===== config.mk =====
export PLATFORM = sky130hd
export DESIGN_NAME = fifo_read_ctrl
export DESIGN_NICKNAME = d
export VERILOG_FILES = /design/src/rtl/fifo_read_ctrl.sv
export SDC_FILE = /design/constraint.sdc
export NUM_CORES = 1
export LEC_CHECK = 0
export ABC_AREA = 1
export BUFFER_PORTS_ARGS = -buffer_cell sky130_fd_sc_hd__buf_4
export CAP_MARGIN = 40
export CORE_ASPECT_RATIO = 0.9
export CORE_MARGIN = 5
export CORE_UTILIZATION = 50
export CTS_BUF_LIST = sky130_fd_sc_hd__clkbuf_8
export CTS_CLUSTER_DIAMETER = 200
export DETAILED_ROUTE_END_ITERATION = 10
export HOLD_SLACK_MARGIN = 0.08
export PLACE_DENSITY = 0.77
export SYNTH_ARGS = -nofsm -noshare
export SYNTH_HDL_FRONTEND = slang
export SYNTH_SLANG_ARGS = --single-unit

===== constraint.sdc =====
create_clock -name clk -period 2.7 [get_ports clk]
set_clock_uncertainty 0.05 [all_clocks]
set_input_delay 0.27 -clock clk [delete_from_list [all_inputs] [get_ports clk]]
set_output_delay 0.27 -clock clk [all_outputs]
set_load 0.005 [all_outputs]

===== src/rtl/fifo_read_ctrl.sv =====
// FIFO read-side client: pops the FIFO in stream or burst mode and drains into a 2-entry valid/ready buffer.
// Optional RD_COUNT_EN builds a saturating count of words delivered downstream on rd_count.
module fifo_read_ctrl #(
    parameter int unsigned WORD_SIZE = 12,
    parameter int unsigned MAX_BURST = 8,
    parameter int unsigned BCNT_W    = 4
) (
    input  logic                 clk,
    input  logic                 reset,
    input  logic                 enable,
    input  logic                 burst_mode,
    input  logic                 fifo_empty,
    input  logic                 almost_full,
    input  logic                 almost_empty,
    input  logic                 fifo_error,
    input  logic [WORD_SIZE-1:0] fifo_data,
    input  logic                 err_clr,
    input  logic                 out_ready,
    output logic                 fifo_rd,
    output logic [WORD_SIZE-1:0] out_data,
    output logic                 out_valid,
    output logic [1:0]           state,
    output logic                 halted,
    output logic [15:0]          rd_count
);
    localparam int unsigned CNT_W = 16;

    typedef enum logic [1:0] {
        IDLE   = 2'd0,
        STREAM = 2'd1,
        BURST  = 2'd2,
        HALT   = 2'd3
    } state_e;

    state_e               state_q, state_d;
    logic [1:0]           occ_q, occ_d;
    logic                 rd_pending_q, rd_pending_d;
    logic [BCNT_W-1:0]    bcnt_q, bcnt_d, bcnt_inc;
    logic [WORD_SIZE-1:0] buf0_q, buf0_d, buf1_q, buf1_d;
    logic                 out_valid_q, out_valid_d;
    logic                 halted_q, halted_d;
    logic                 pop_c, rd_c, space_ok_c;

    // Pop request: active state, data present, and a free slot counting the in-flight read.
    always_comb begin
        pop_c      = out_valid_q & out_ready;
        space_ok_c = (3'(occ_q) + 3'(rd_pending_q)) < (3'd2 + 3'(pop_c));
        rd_c       = (state_q == STREAM || state_q == BURST) && !fifo_empty && space_ok_c;
        bcnt_inc   = (rd_c && bcnt_q != BCNT_W'(MAX_BURST)) ? bcnt_q + BCNT_W'(1) : bcnt_q;
    end

    // Mode FSM and saturating burst counter.
    always_comb begin
        state_d  = state_q;
        bcnt_d   = bcnt_q;
        if (state_q == BURST) begin
            bcnt_d = bcnt_inc;
        end
        if (fifo_error) begin
            state_d = HALT;
        end else begin
            case (state_q)
                IDLE: begin
                    if (enable && !burst_mode) begin
                        state_d = STREAM;
                    end else if (enable && burst_mode && almost_full) begin
                        state_d = BURST;
                        bcnt_d  = '0;
                    end
                end
                STREAM: begin
                    if (!enable || burst_mode) state_d = IDLE;
                end
                BURST: begin
                    if (bcnt_inc == BCNT_W'(MAX_BURST) || almost_empty || !enable) state_d = IDLE;
                end
                HALT: begin
                    if (err_clr) state_d = IDLE;
                end
                default: state_d = IDLE;
            endcase
        end
        halted_d = (state_d == HALT);
    end

    // In-order 2-entry buffer; the pop shifts the tail forward before the capture lands.
    always_comb begin
        buf0_d       = buf0_q;
        buf1_d       = buf1_q;
        occ_d        = occ_q;
        rd_pending_d = rd_c;
        if (pop_c) begin
            buf0_d = buf1_q;
            occ_d  = occ_q - 2'd1;
        end
        if (rd_pending_q) begin
            if (occ_d == 2'd0) buf0_d = fifo_data;
            else               buf1_d = fifo_data;
            occ_d = occ_d + 2'd1;
        end
        out_valid_d = (occ_d != 2'd0);
    end

    always_ff @(posedge clk) begin
        if (reset) begin
            state_q      <= IDLE;
            occ_q        <= 2'd0;
            rd_pending_q <= 1'b0;
            bcnt_q       <= '0;
            buf0_q       <= '0;
            buf1_q       <= '0;
            out_valid_q  <= 1'b0;
            halted_q     <= 1'b0;
        end else begin
            state_q      <= state_d;
            occ_q        <= occ_d;
            rd_pending_q <= rd_pending_d;
            bcnt_q       <= bcnt_d;
            buf0_q       <= buf0_d;
            buf1_q       <= buf1_d;
            out_valid_q  <= out_valid_d;
            halted_q     <= halted_d;
        end
    end

`ifdef RD_COUNT_EN
    logic [CNT_W-1:0] rd_count_q, rd_count_d;

    always_comb begin
        rd_count_d = rd_count_q;
        if (pop_c && rd_count_q != {CNT_W{1'b1}}) rd_count_d = rd_count_q + CNT_W'(1);
    end

    always_ff @(posedge clk) begin
        if (reset) rd_count_q <= '0;
        else       rd_count_q <= rd_count_d;
    end

    assign rd_count = rd_count_q;
`else
    assign rd_count = CNT_W'(0);
`endif

    assign fifo_rd   = rd_c;
    assign out_data  = buf0_q;
    assign out_valid = out_valid_q;
    assign state     = state_q;
    assign halted    = halted_q;
endmodule


-- Word level (Yosys, flattened, before mapping)
Cells that the tools add are included.
- register bits after elaboration: 35
- bits of input ports: 22
- word-level logic and storage cells: 57
- bitwise logic cells: 2
- multiplexer cells: 18
- magnitude comparators: 1
- reductions and logical operators: 17
- add/sub/neg operators: 5
- eq/ne operators: 6
- operators with widths (kind ; count):
    12-bit two-way mux ; 3
    4-bit two-way mux ; 6
    2-bit two-way mux ; 8
    2-bit case mux with 4 select lines ; 1
    2-bit equality test, second input constant ; 3
    1-bit logical AND ; 6
    4-bit by 1-bit adder with 4-bit output, second input constant ; 1
    4-bit equality test, second input constant ; 1
    2-bit zero test ; 2
    1-bit logical OR ; 4
    4-bit != test, second input constant ; 1
    2-bit by 1-bit adder with 3-bit output ; 1
    2-bit by 1-bit adder with 3-bit output, first input constant ; 1
    1-bit zero test ; 3
    3-bit < comparator ; 1
    2-bit by 1-bit adder with 2-bit output, second input constant ; 1
    2-bit by 1-bit equality test with 1-bit output, second input constant ; 1
    2-bit AND reduction ; 1
    2-bit nonzero test ; 1
    2-bit by 1-bit subtractor with 2-bit output, second input constant ; 1
    1-bit bitwise AND ; 1
    1-bit inverter ; 1

-- Logic depth before layout (Yosys ltp)
- depth in word-level cells: 13
- depth in mapped cells: 15

-- Least setup slack after synthesis
OpenSTA, ideal clock, no wires.
- kind: reg-to-reg
- start: register out_valid_q, in the netlist out_valid
- end: register buf0_q[10], in the netlist out_data[10]
- buffers on the path: 1
- cell stages (with the launch flop): 10
- library setup time: 0.116 ns
- period minus slack after synthesis: 1.896 ns
- arrival: 1.729 ns
- slack: 0.804 ns
- cell sequence: dfxtp_1 > nand2_1 > or2_1 > xor2_1 > ha_1 > nand2_1 > clkbuf_1 > nand3_1 > o211ai_1 > inv_1
- cells in the longest elaborated chain, start to end: 5
- elaborated cells between the ends (all ways): 6
- those cells by class: mux (4); bitwise (1); reduce/logical (1)
- RTL lines (element ; line ; RTL):
    from (decl) ; 40 ; logic out_valid_q, out_valid_d;
    from (signal assigned) ; 121 ; out_valid_q <= out_valid_d;
    1-bit bitwise AND (*) ; 46 ; pop_c = out_valid_q & out_ready;
    2-bit two-way mux ; 92 ; if (pop_c) begin
    2-bit zero test ; 97 ; if (occ_d == 2'd0) buf0_d = fifo_data;
    12-bit two-way mux ; 97 ;
    12-bit two-way mux (*) ; 96 ; if (rd_pending_q) begin
    to (signal assigned) ; 119 ; buf0_q <= buf0_d;
    to (decl) ; 39 ; logic [WORD_SIZE-1:0] buf0_q, buf0_d, buf1_q, buf1_d;
Mark *: on every way between the ends. The rest lies on a longest branch, timed or not.
A chain may end at the register's enable or synchronous reset.

-- Final worst setup path
- start: register state_q[1], in the netlist state[1]
- end: register halted_q, in the netlist halted
- cells in the longest elaborated chain, start to end: 13
- elaborated cells between the ends (all ways): 20
- those cells by class: eq/ne (5); mux (8); reduce/logical (7)
- RTL lines (element ; line ; RTL):
    from (decl) ; 35 ; state_e state_q, state_d;
    from (signal assigned) ; 115 ; state_q <= state_d;
    2-bit by 1-bit equality test with 1-bit output or 2-bit equality test (tied branches) ; 48, 62 ;
    1-bit logical OR ; 48 ; rd_c = (state_q == STREAM || state_q == BURST) && !fifo_empty && space_ok_c;
    1-bit logical AND (2 in a row) ; 48 ;
    1-bit logical AND ; 49 ; bcnt_inc = (rd_c && bcnt_q != BCNT_W'(MAX_BURST)) ? bcnt_q + BCNT_W'(1) : bcnt_q;
    4-bit two-way mux ; 49 ;
    4-bit equality test ; 75 ; if (bcnt_inc == BCNT_W'(MAX_BURST) || almost_empty || !enable) state_d = IDLE;
    1-bit logical OR (2 in a row) ; 75 ;
    2-bit two-way mux ; 75 ;
    2-bit case mux with 4 select lines (*) ; 62 ; case (state_q)
    2-bit two-way mux (*) ; 59 ; if (fifo_error) begin
    2-bit equality test (*) ; 83 ; halted_d = (state_d == HALT);
    to (signal assigned) ; 122 ; halted_q <= halted_d;
    to (decl) ; 41 ; logic halted_q, halted_d;
Marks and branches as above.

==> results.txt <==
The flow ran to the end, and the final reports show no timing, DRC or antenna violations. During placement, the flow inserted port buffers numbering 38. The starting density of the core is 0.516, and the depth of the worst register-to-register path is 13. The hold violation total from the final report was 0. The flip-flop and latch count after synthesis is 35. For the all-layer global routing usage, the log shows 0.157.

STA classifies the critical path endpoint as a flop. After synthesis, the largest family of logic cells by area is simple AND/OR/NAND/NOR gates. The total negative setup slack is 0 ns, and the async set or reset register ratio after synthesis is 0. The min-delay analysis places its worst path in the category input pin to flop.

The tree built by TritonCTS fans out to 35 sinks. The run gives 0.00219 sq mm as the cell area after placement. The pin count of the biggest net entering global routing was 26; the core box area was 0.00370 sq mm. Measured along the y axis, the die boundary spans 68.6 um. The area fraction in compound gates after synthesis is 0.121, and the per-cell via count in the routed design is 4.87.

The worst path in the final design needs a cycle of 2.08 ns, including I/O delays and setup. Of all nets on the critical path, the largest fanout is 7. The routed design has 3760 um of wire. The logs give 0 for the count of final setup violators and 0.401 mV for the worst vdd rail ir drop. For this run, design rule violations remaining after detail routing come to 0.

The internal power was 0.997 mW; the leakage power summed over all cells was 1.25 nW. In this run the count of I/O pins placed on the die edge is 55. The synthesized netlist contains 24 unique library cells.

The switching power total is 0.486 mW, and the period utilization is 0.769. The area fraction in and, or, nand and nor cells after synthesis was 0.272. For this block, the initial DRC count from the detailed router was 159. The tools report the number of standard-cell rows in the floorplan as 21.

The width of the die is 75.2 um. For this run, the top clock speed supported by timing is 482 MHz. The fraction of power spent switching nets is 0.328. For the worst-skew pair, the clock arrives at the later sink with an insertion delay of 0.28 ns.

For the maximum number of buffers from clock root to sink, the log shows 2. Area growth from synthesis to layout: 19.0%. The largest total area in the synthesized netlist belongs to dfxtp_1.

The share of synthesized cell area in full adder, half adder and majority cells was 0.0655; the detailed-router iteration count before antenna repair was 4. During synthesis, Yosys emitted a total of 0 warnings. After synthesis, the most frequently instantiated cells are nand2_1, nor2_1, dfxtp_1, inv_1, nand3_1. Post-CTS repair changed the size of 0 cells.

Yosys attributes the largest share of cell area to dfxtp_1, nand2_1, nand3_1. The run gives 0.367 as the share of the yosys chip area belonging to registers. The tool flagged a number of max-cap violations equal to 0. After clock tree synthesis, the flow added hold-fix buffers numbering 0. Summed over all nets, the half-perimeter wirelength after detailed placement is 2920 um.

The most common cell in the synthesized netlist is nand2_1. The fraction of power consumed by the clock network came out at 0.250. For the worst setup path, the data arrival time is 2.19 ns. Clock edge transition at the registers on the reported setup and hold paths: 0.07 ns. The number of instances in the synthesized netlist was 270; the number of H-tree levels was 2.

For the number of nets at the end of the flow, the log shows 341. The share of final-layout standard cells stronger than drive strength 1 works out to 0.207. The run gives 0 as the setup fix buffers added after clock tree synthesis. The element type at the critical path start was a flop. The total non-filler cell area in the finished layout came out at 0.00227 sq mm.

At the worst endpoint, the required time is 2.81 ns. The die covers 0.00516 sq mm. The proportion of power drawn by combinational gates is 0.319, and the area share of the largest cell type after synthesis is 0.367.

Part of the power in registers: 0.431. The tools report the via count of the first global-routing pass as 1471. The run gives 0.00191 sq mm as the area of the mapped netlist. The number of buffers created by CTS is 5.

The post-synthesis xor/xnor area fraction was 0.00917. In this run the clock root is driven by a clkbuf_8. The count of nets left with antenna violations once routing finished came out at 0. Power spread over the standard cell area amounts to 652 mW/mm^2. The number of enable flip-flop cells after synthesis was 0. TritonCTS built the clock tree. Among all flip-flop cells after synthesis, the most frequent one is dfxtp_1. For the aggregate global routing overflow, the log shows 0. The start-to-end type of the worst setup path is flop to flop. After detailed routing, the average wire length per cell comes to 10.6 um. Detailed routing inserted a total of 1730 vias.

For the initial antenna violation count, the log shows 0. The logs give 6240 um for the first-pass GRT wire length and 0.906 for the global placement routability congestion. Number of diodes added for antenna fixing: 0. The worst hold path depth was 2; the average instance area after synthesis was 7.08 sq um. Setup repair after global routing left no endpoint under its margin. The share of synthesized area spent on multiplexers is 0, and the max-slew violation total from the final report is 0.
==> path summary, 6_finish.rpt <==
kind              start            to  slack, ns
max            state[1]        halted       0.62
min               reset  rd_pending_q       0.17
max reg2reg    state[1]        halted       0.62
min reg2reg  buf1_q[11]    buf1_q[11]       0.45
==> cell usage in the layout, fill, tap and decap left out, types with 6 or more instances in the layout <==
| master | synthesis | routed |
|---|---|---|
| nor2_1 | 36 | 36 |
| o211ai_1 | 16 | 16 |
| nand3_1 | 29 | 29 |
| inv_2 | 9 | 9 |
| conb_1 | 1 | 16 |
| nand2_1 | 42 | 42 |
| inv_1 | 33 | 33 |
| clkbuf_8 | 0 | 6 |
| o21ai_1 | 11 | 11 |
| dfxtp_1 | 35 | 35 |
| ha_1 | 10 | 10 |
| buf_4 | 16 | 42 |
==> flip-flops by register name, indices dropped and copies added, names as in the netlist <==
register,flops
buf1_q,12
halted,1
state,2
bcnt_q,4
out_data,12
rd_pending_q,1
occ_q,2
out_valid,1
==> cells by family after synthesis <==
family	Yosys count
xor gates and xnor gates	2
adders and majority gates	10
DFF	35
AOI/OAI and AO/OA	37
and+or+nand+nor	118
other	1
buffers and inverters	67
==> through the flow <==
stage | instances | hold slack [ns] | utilization | power, mW | setup WS [ns]
2_1_floorplan | 285 | 0.289 | - | 0.967 | 0.804
3_3_place_gp | 348 | 0.423 | 0.590 | 1.12 | 0.659
6_report | 355 | 0.167 | 0.614 | 1.48 | 0.625
5_1_grt | 355 | 0.166 | 0.614 | 1.60 | 0.405
4_1_cts | 355 | 0.160 | 0.614 | 1.50 | 0.641
3_5_place_dp | 348 | 0.434 | 0.590 | 1.12 | 0.603
==> power by group through the flow <==
stage / sequential (mW) / combinational (mW) / clock (mW)
2_1_floorplan: 0.652 / 0.314 / 0
3_3_place_gp: 0.651 / 0.467 / 0
3_5_place_dp: 0.651 / 0.474 / 0
4_1_cts: 0.640 / 0.476 / 0.383
5_1_grt: 0.648 / 0.546 / 0.406
6_report: 0.640 / 0.473 / 0.370
==> routing by layer <==
metal / GRT usage / up-vias / wire length [um]
li1: - / 913 / -
met1: 0.213 / 750 / 1770
met2: 0.243 / 62 / 1640
met3: 0.0348 / 5 / 315
met4: 0.0590 / 0 / 46
met5: 0 / - / 0
==> area by class of cell <==
type,count,area [sq um]
repair buffers,42,315
inverters,42,158
clock buffers,6,82.6
well taps,46,57.6
clock inverters,1,5.00
flip-flops and latches,35,701
fillers,346,1430
multi-input cells,183,955
==> critical path, stage by stage, from the launching register on <==
cell and delay [ns]:
dfxtp_1 0.44, inv_1 0.12, ha_1 0.30, nand2_1 0.09, nor2_4 0.18, nand3_2 0.11
nand2_1 0.07, nand2_1 0.07, nor2_1 0.11, nand2_1 0.07, nand3b_1 0.08, nand2_1 0.06
a21oi_2 0.14, nor2_1 0.06
Power figures use the tool's default switching activity.
